**src/rtl/aes_key_word_sender_if.sv**
```systemverilog
// Request and key-word stream bundle for aes_key_word_sender.
// The slave modport is the sender; the master modport is the requester/AES side.
interface aes_key_word_sender_if;
  logic         in_valid;
  logic         in_ready;
  logic [255:0] in_key;
  logic [1:0]   in_size_cfg;
  logic         in_inverse;
  logic         out_key_valid;
  logic         out_key_ready;
  logic [31:0]  out_key_data;
  logic [1:0]   out_key_size_cfg;
  logic         out_key_mode_inverse;
  logic         busy;
  logic         err_cfg;

  modport master (
    output in_valid, in_key, in_size_cfg, in_inverse, out_key_ready,
    input  in_ready, out_key_valid, out_key_data, out_key_size_cfg,
           out_key_mode_inverse, busy, err_cfg
  );

  modport slave (
    input  in_valid, in_key, in_size_cfg, in_inverse, out_key_ready,
    output in_ready, out_key_valid, out_key_data, out_key_size_cfg,
           out_key_mode_inverse, busy, err_cfg
  );
endinterface

```
**src/rtl/aes_key_word_sender.sv**
```systemverilog
// Serialises a 128/192/256-bit key into 32-bit words for the masked AES key stream.
// The key copy is shifted down one word per handshake and zeroed after the last word.
module aes_key_word_sender (
  input  logic                  clk,
  input  logic                  rst,
  aes_key_word_sender_if.slave  kif
);
  localparam int unsigned WORD_W = 32;
  localparam int unsigned KEY_W  = 256;
  localparam int unsigned CNT_W  = 3;
  localparam int unsigned CFG_W  = 2;

  localparam logic [0:0] IDLE = 1'b0;
  localparam logic [0:0] SEND = 1'b1;

  localparam logic [CFG_W-1:0] CFG_128 = 2'b00;
  localparam logic [CFG_W-1:0] CFG_192 = 2'b01;
  localparam logic [CFG_W-1:0] CFG_BAD = 2'b11;

  logic [0:0]       state_q, state_d;
  logic [CNT_W-1:0] cnt_q, cnt_d;
  logic [KEY_W-1:0] key_q, key_d;
  logic [CFG_W-1:0] size_q, size_d;
  logic             inv_q, inv_d;
  logic             in_ready_q, in_ready_d;
  logic             err_q, err_d;

  logic             accept;
  logic             legal;
  logic             take;
  logic             last;
  logic [CNT_W-1:0] last_idx;

  assign accept   = kif.in_valid & in_ready_q;
  assign legal    = (kif.in_size_cfg != CFG_BAD);
  assign take     = (state_q == SEND) & kif.out_key_ready;
  assign last_idx = (size_q == CFG_128) ? 3'd3 :
                    (size_q == CFG_192) ? 3'd5 : 3'd7;
  assign last     = (cnt_q == last_idx);

  // Next-state and register-input logic.
  always_comb begin
    state_d = state_q;
    cnt_d   = cnt_q;
    key_d   = key_q;
    size_d  = size_q;
    inv_d   = inv_q;
    err_d   = 1'b0;
    case (state_q)
      IDLE: begin
        if (accept && legal) begin
          state_d = SEND;
          key_d   = kif.in_key;
          size_d  = kif.in_size_cfg;
          inv_d   = kif.in_inverse;
          cnt_d   = '0;
        end else if (accept) begin
          err_d   = 1'b1;
        end
      end
      SEND: begin
        if (take) begin
          if (last) begin
            state_d = IDLE;
            key_d   = '0;
            cnt_d   = '0;
            size_d  = '0;
            inv_d   = 1'b0;
          end else begin
            cnt_d   = cnt_q + CNT_W'(1);
            key_d   = key_q >> WORD_W;
          end
        end
      end
      default: state_d = IDLE;
    endcase
    in_ready_d = (state_d == IDLE);
  end

  always_ff @(posedge clk) begin
    if (rst) begin
      state_q    <= IDLE;
      cnt_q      <= '0;
      key_q      <= '0;
      size_q     <= '0;
      inv_q      <= 1'b0;
      in_ready_q <= 1'b0;
      err_q      <= 1'b0;
    end else begin
      state_q    <= state_d;
      cnt_q      <= cnt_d;
      key_q      <= key_d;
      size_q     <= size_d;
      inv_q      <= inv_d;
      in_ready_q <= in_ready_d;
      err_q      <= err_d;
    end
  end

  // Current word always sits in the bottom slot of the shifted key copy.
  assign kif.in_ready             = in_ready_q;
  assign kif.out_key_valid        = (state_q == SEND);
  assign kif.busy                 = (state_q == SEND);
  assign kif.out_key_data         = key_q[WORD_W-1:0];
  assign kif.out_key_size_cfg     = size_q;
  assign kif.out_key_mode_inverse = inv_q;
  assign kif.err_cfg              = err_q;
endmodule
```
**src/flat_wrapper.sv**
```systemverilog
// flat-port wrapper written by rule: the top's interface ports become plain ports
module aes_key_word_sender_flat 
  (clk, rst, kif_in_valid, kif_in_key, kif_in_size_cfg, kif_in_inverse, kif_out_key_ready, kif_in_ready, kif_out_key_valid, kif_out_key_data, kif_out_key_size_cfg, kif_out_key_mode_inverse, kif_busy, kif_err_cfg);
  aes_key_word_sender_if kif_i ();
  input  logic clk;
  input  logic rst;
  input wire logic [$bits(kif_i.in_valid)-1:0] kif_in_valid;
  input wire logic [$bits(kif_i.in_key)-1:0] kif_in_key;
  input wire logic [$bits(kif_i.in_size_cfg)-1:0] kif_in_size_cfg;
  input wire logic [$bits(kif_i.in_inverse)-1:0] kif_in_inverse;
  input wire logic [$bits(kif_i.out_key_ready)-1:0] kif_out_key_ready;
  output wire logic [$bits(kif_i.in_ready)-1:0] kif_in_ready;
  output wire logic [$bits(kif_i.out_key_valid)-1:0] kif_out_key_valid;
  output wire logic [$bits(kif_i.out_key_data)-1:0] kif_out_key_data;
  output wire logic [$bits(kif_i.out_key_size_cfg)-1:0] kif_out_key_size_cfg;
  output wire logic [$bits(kif_i.out_key_mode_inverse)-1:0] kif_out_key_mode_inverse;
  output wire logic [$bits(kif_i.busy)-1:0] kif_busy;
  output wire logic [$bits(kif_i.err_cfg)-1:0] kif_err_cfg;
  assign kif_i.in_valid = kif_in_valid;
  assign kif_i.in_key = kif_in_key;
  assign kif_i.in_size_cfg = kif_in_size_cfg;
  assign kif_i.in_inverse = kif_in_inverse;
  assign kif_i.out_key_ready = kif_out_key_ready;
  assign kif_in_ready = kif_i.in_ready;
  assign kif_out_key_valid = kif_i.out_key_valid;
  assign kif_out_key_data = kif_i.out_key_data;
  assign kif_out_key_size_cfg = kif_i.out_key_size_cfg;
  assign kif_out_key_mode_inverse = kif_i.out_key_mode_inverse;
  assign kif_busy = kif_i.busy;
  assign kif_err_cfg = kif_i.err_cfg;
  aes_key_word_sender u_core (.clk(clk), .rst(rst), .kif(kif_i));
endmodule
```
**config.mk**
```make
export PLATFORM = sky130hd
export DESIGN_NAME = aes_key_word_sender_flat
export DESIGN_NICKNAME = d
export VERILOG_FILES = /design/src/rtl/aes_key_word_sender_if.sv /design/src/rtl/aes_key_word_sender.sv /design/src/flat_wrapper.sv
export SDC_FILE = /design/constraint.sdc
export NUM_CORES = 1
export LEC_CHECK = 0
export ABC_AREA = 1
export BUFFER_PORTS_ARGS = -buffer_cell sky130_fd_sc_hd__buf_4
export CAP_MARGIN = 25
export CELL_PAD_IN_SITES_DETAIL_PLACEMENT = 0
export CELL_PAD_IN_SITES_GLOBAL_PLACEMENT = 1
export CORE_UTILIZATION = 29
export DETAILED_ROUTE_END_ITERATION = 8
export PLACE_DENSITY = 0.64
export RECOVER_POWER = 25
export SYNTH_ARGS = -nofsm -noshare
export SYNTH_HDL_FRONTEND = slang
export SYNTH_SLANG_ARGS = --single-unit
```
**constraint.sdc**
```tcl
create_clock -name clk -period 2.8 [get_ports clk]
set_input_delay 0.42 -clock clk [delete_from_list [all_inputs] [get_ports clk]]
set_output_delay 0.42 -clock clk [all_outputs]
set_load 0.005 [all_outputs]
```
==> flow_summary.json <==
{
  "status": "finished, final reports clean",
  "ys.warnings.count": 0,
  "setup_viol": 0,
  "pre_cts_slack_ps": 780.9,
  "worstSetupPathType": "reg2reg",
  "fin_crit_sh_pct": 83.87,
  "synth_common_cells": "388 x o21ai_0, 294 x nand3_1, 265 x dfxtp_1, 263 x a21oi_1, 100 x clkbuf_1",
  "start_util_pct": 29.34,
  "cp-end-kind": "flip-flop",
  "peakVddDrop_mv": 0.4340,
  "synth_top_cell_by_area": "dfxtp_1",
  "ys_top_cells_by_area": "dfxtp_1 46%, o21ai_0 17%, nand3_1 13%, a21oi_1 11%, clkbuf_1 3.2%",
  "grt.overflow.total": 0,
  "yosysSeqAreaShare_pct": 45.61,
  "drive_gt1_share_pct": 22.34,
  "avgSynthCellArea_um2": 7.663,
  "drc": 0,
  "gp_congestion": 0.8274,
  "htree_levels": 1,
  "synth_area_mm2": 0.01163,
  "yosysTopAreaCellShare_pct": 45.61,
  "cpLargestDelayFamily": "buffers and inverters",
  "synth_most_common_cell": "o21ai_0",
  "min_path_type": "in2reg",
  "nNetsFinal": 1932,
  "cts_buffer_depth": 3,
  "clockRootBuffer": "clkbuf_16",
  "maxSlewHeadroom_pct": 1.091,
  "cts_resized": 0,
  "wirelength_um": 42340,
  "met3_length_um": 2289,
  "dieWidth_um": 202.3,
  "grt_pass1_vias": 11120,
  "drt_iter0_drc": 1002,
  "portBuffers": 301,
  "met2_length_um": 18030,
  "track_usage_pct": 19.97,
  "fmax_ghz": 0.4258,
  "hold_viol": 0,
  "io_pins": 302,
  "fin_crit_ps": 2348,
  "dpl.hpwl_um": 26290,
  "viasPerCell": 5.299,
  "total_power_mw": 9.800,
  "rsz0062_at_grt": "no",
  "path_cells": "inv_1 > clkbuf_2 > a22oi_1 > a21oi_1",
  "slew_violations": 0,
  "core_mm2": 0.03964,
  "dominantRegCellSynth": "dfxtp_1",
  "postCtsHoldBufs": 0,
  "topRoutingLayerUsed": "met4",
  "grt_max_degree": 136,
  "wl_per_cell_um": 19.08,
  "synthesis.nets": 1782,
  "synth-edff-count": 0,
  "setup_tns_ps": 0,
  "ys_types": 21,
  "antenna_found_initial": 2,
  "first_pass_iters": 7,
  "die_y_um": 202.3,
  "cts_buffers": 31,
  "vias": 11760,
  "p_leak_nw": 5.727,
  "worst_pin_slew_ps": 1484,
  "cts.clk_slew.worst_paths_ps": 60,
  "insertion_delay_ps": 560,
  "rows": 73,
  "synth_cells": 1518,
  "timing.final.ws_setup_ps": 451.6,
  "worstPathRequired_ps": 3290,
  "yosys_register_bits": 265,
  "clock_skew_ps": 11.17,
  "path_buf_inv": 2,
  "slowest_stage": "clkbuf_2",
  "tritoncts": "built",
  "cp_max_fo": 67,
  "wl_met1_um": 21080,
  "async_reset_ff_share_pct": 0,
  "worstPathArrival_ps": 2830,
  "cts.sinks": 265,
  "cp_slowest_stage_delay_ps": 1120,
  "crit_path_start_kind": "flip-flop",
  "die-area_mm2": 0.04092,
  "ant_nets": 0,
  "postCtsSetupBuffers": 0,
  "power_density_mw_per_mm2": 656.1,
  "grt_pass1_wl_um": 66170,
  "area_delta_synth_final_pct": 28.40,
  "drv_cap": 0
}
==> registers in the layout, indices dropped and copies added (netlist names) <==
name and cells:
u_core.kif.out_key_size_cfg 2, u_core.kif.err_cfg 1, u_core.key_q 256, u_core.cnt_q 3, u_core.kif.out_key_mode_inverse 1, u_core.kif.in_ready 1
u_core.kif.busy 1
==> path summary, 6_finish.rpt <==
check / from / slack [ps] / to / cells after the start
worst max-delay path: u_core.kif.busy / 450 / u_core.key_q[68] / 4
worst min-delay path: kif_in_key[249] / 140 / u_core.key_q[249] / 3
worst max register to register: u_core.kif.busy / 450 / u_core.key_q[68] / 4
worst min register to register: u_core.key_q[96] / 470 / u_core.key_q[64] / 2
==> cell families (layout without fill, tap and decap cells) <==
kind of cell             Yosys count  count (layout)  share of synthesized area, %
buffers and inverters            215             389                         8.992
AND/OR/NAND/NOR                  322             322                         13.66
flip-flops                       265             265                         45.61
AO/OA/AOI/OAI                    715             715                         31.63
other                              0               2                             0
adder cells (fa/ha/maj)            1               1                        0.1075
==> cell type report <==
| cell class | instances | area [um^2] |
|---|---|---|
| inverters | 11 | 46.29 |
| well taps | 525 | 656.9 |
| fillers | 4252 | 24700 |
| diodes | 2 | 5.005 |
| repair buffers | 321 | 2525 |
| flip-flops and latches | 265 | 5309 |
| clock inverters | 16 | 210.2 |
| multi-input cells | 1038 | 5330 |
| clock buffers | 41 | 853.3 |
==> worst reg2reg max path, stage by stage (launching register included) <==
cell,delay [ps]
dfxtp_4,460
inv_1,210
clkbuf_2,1120
a22oi_1,290
a21oi_1,200
==> report_power, final <==
group / internal [mW] / total [mW] / switching (mW)
logic: 0.557 / 1.27 / 0.712
clock network: 2.59 / 4.23 / 1.64
registers: 4.11 / 4.30 / 0.198
==> cells in the final DEF (no fill, tap or decap), drive strengths merged <==
cell type    n
nand3      294
a21boi       1
a21oi      264
a22oi       35
clkinvlp     2
dfxtp      265
inv         11
nor3         1
diode        2
nand2       13
ha           1
nand3b       1
bufinv       5
clkinv       9
buf        283
o21ai      415
clkbuf      79
nor2        13
==> routing by layer <==
metal	vias up	GRT usage [%]
li1	5772	-
met1	5577	30.79
met2	361	28.55
met3	49	3.031
met4	0	4.807
met5	-	0
==> metrics by stage <==
step           hold WS (ps)  area (um^2)  util [%]  instances
2_1_floorplan         448.1        11630         -       1518
5_1_grt               132.9        14930     37.66       2217
6_report              139.3        14940     37.68       2219
3_3_place_gp          462.6        13880     35.01       2160
3_5_place_dp          468.4        13880     35.01       2160
4_1_cts               114.5        14940     37.69       2217
(Power assumes the default switching activity.)
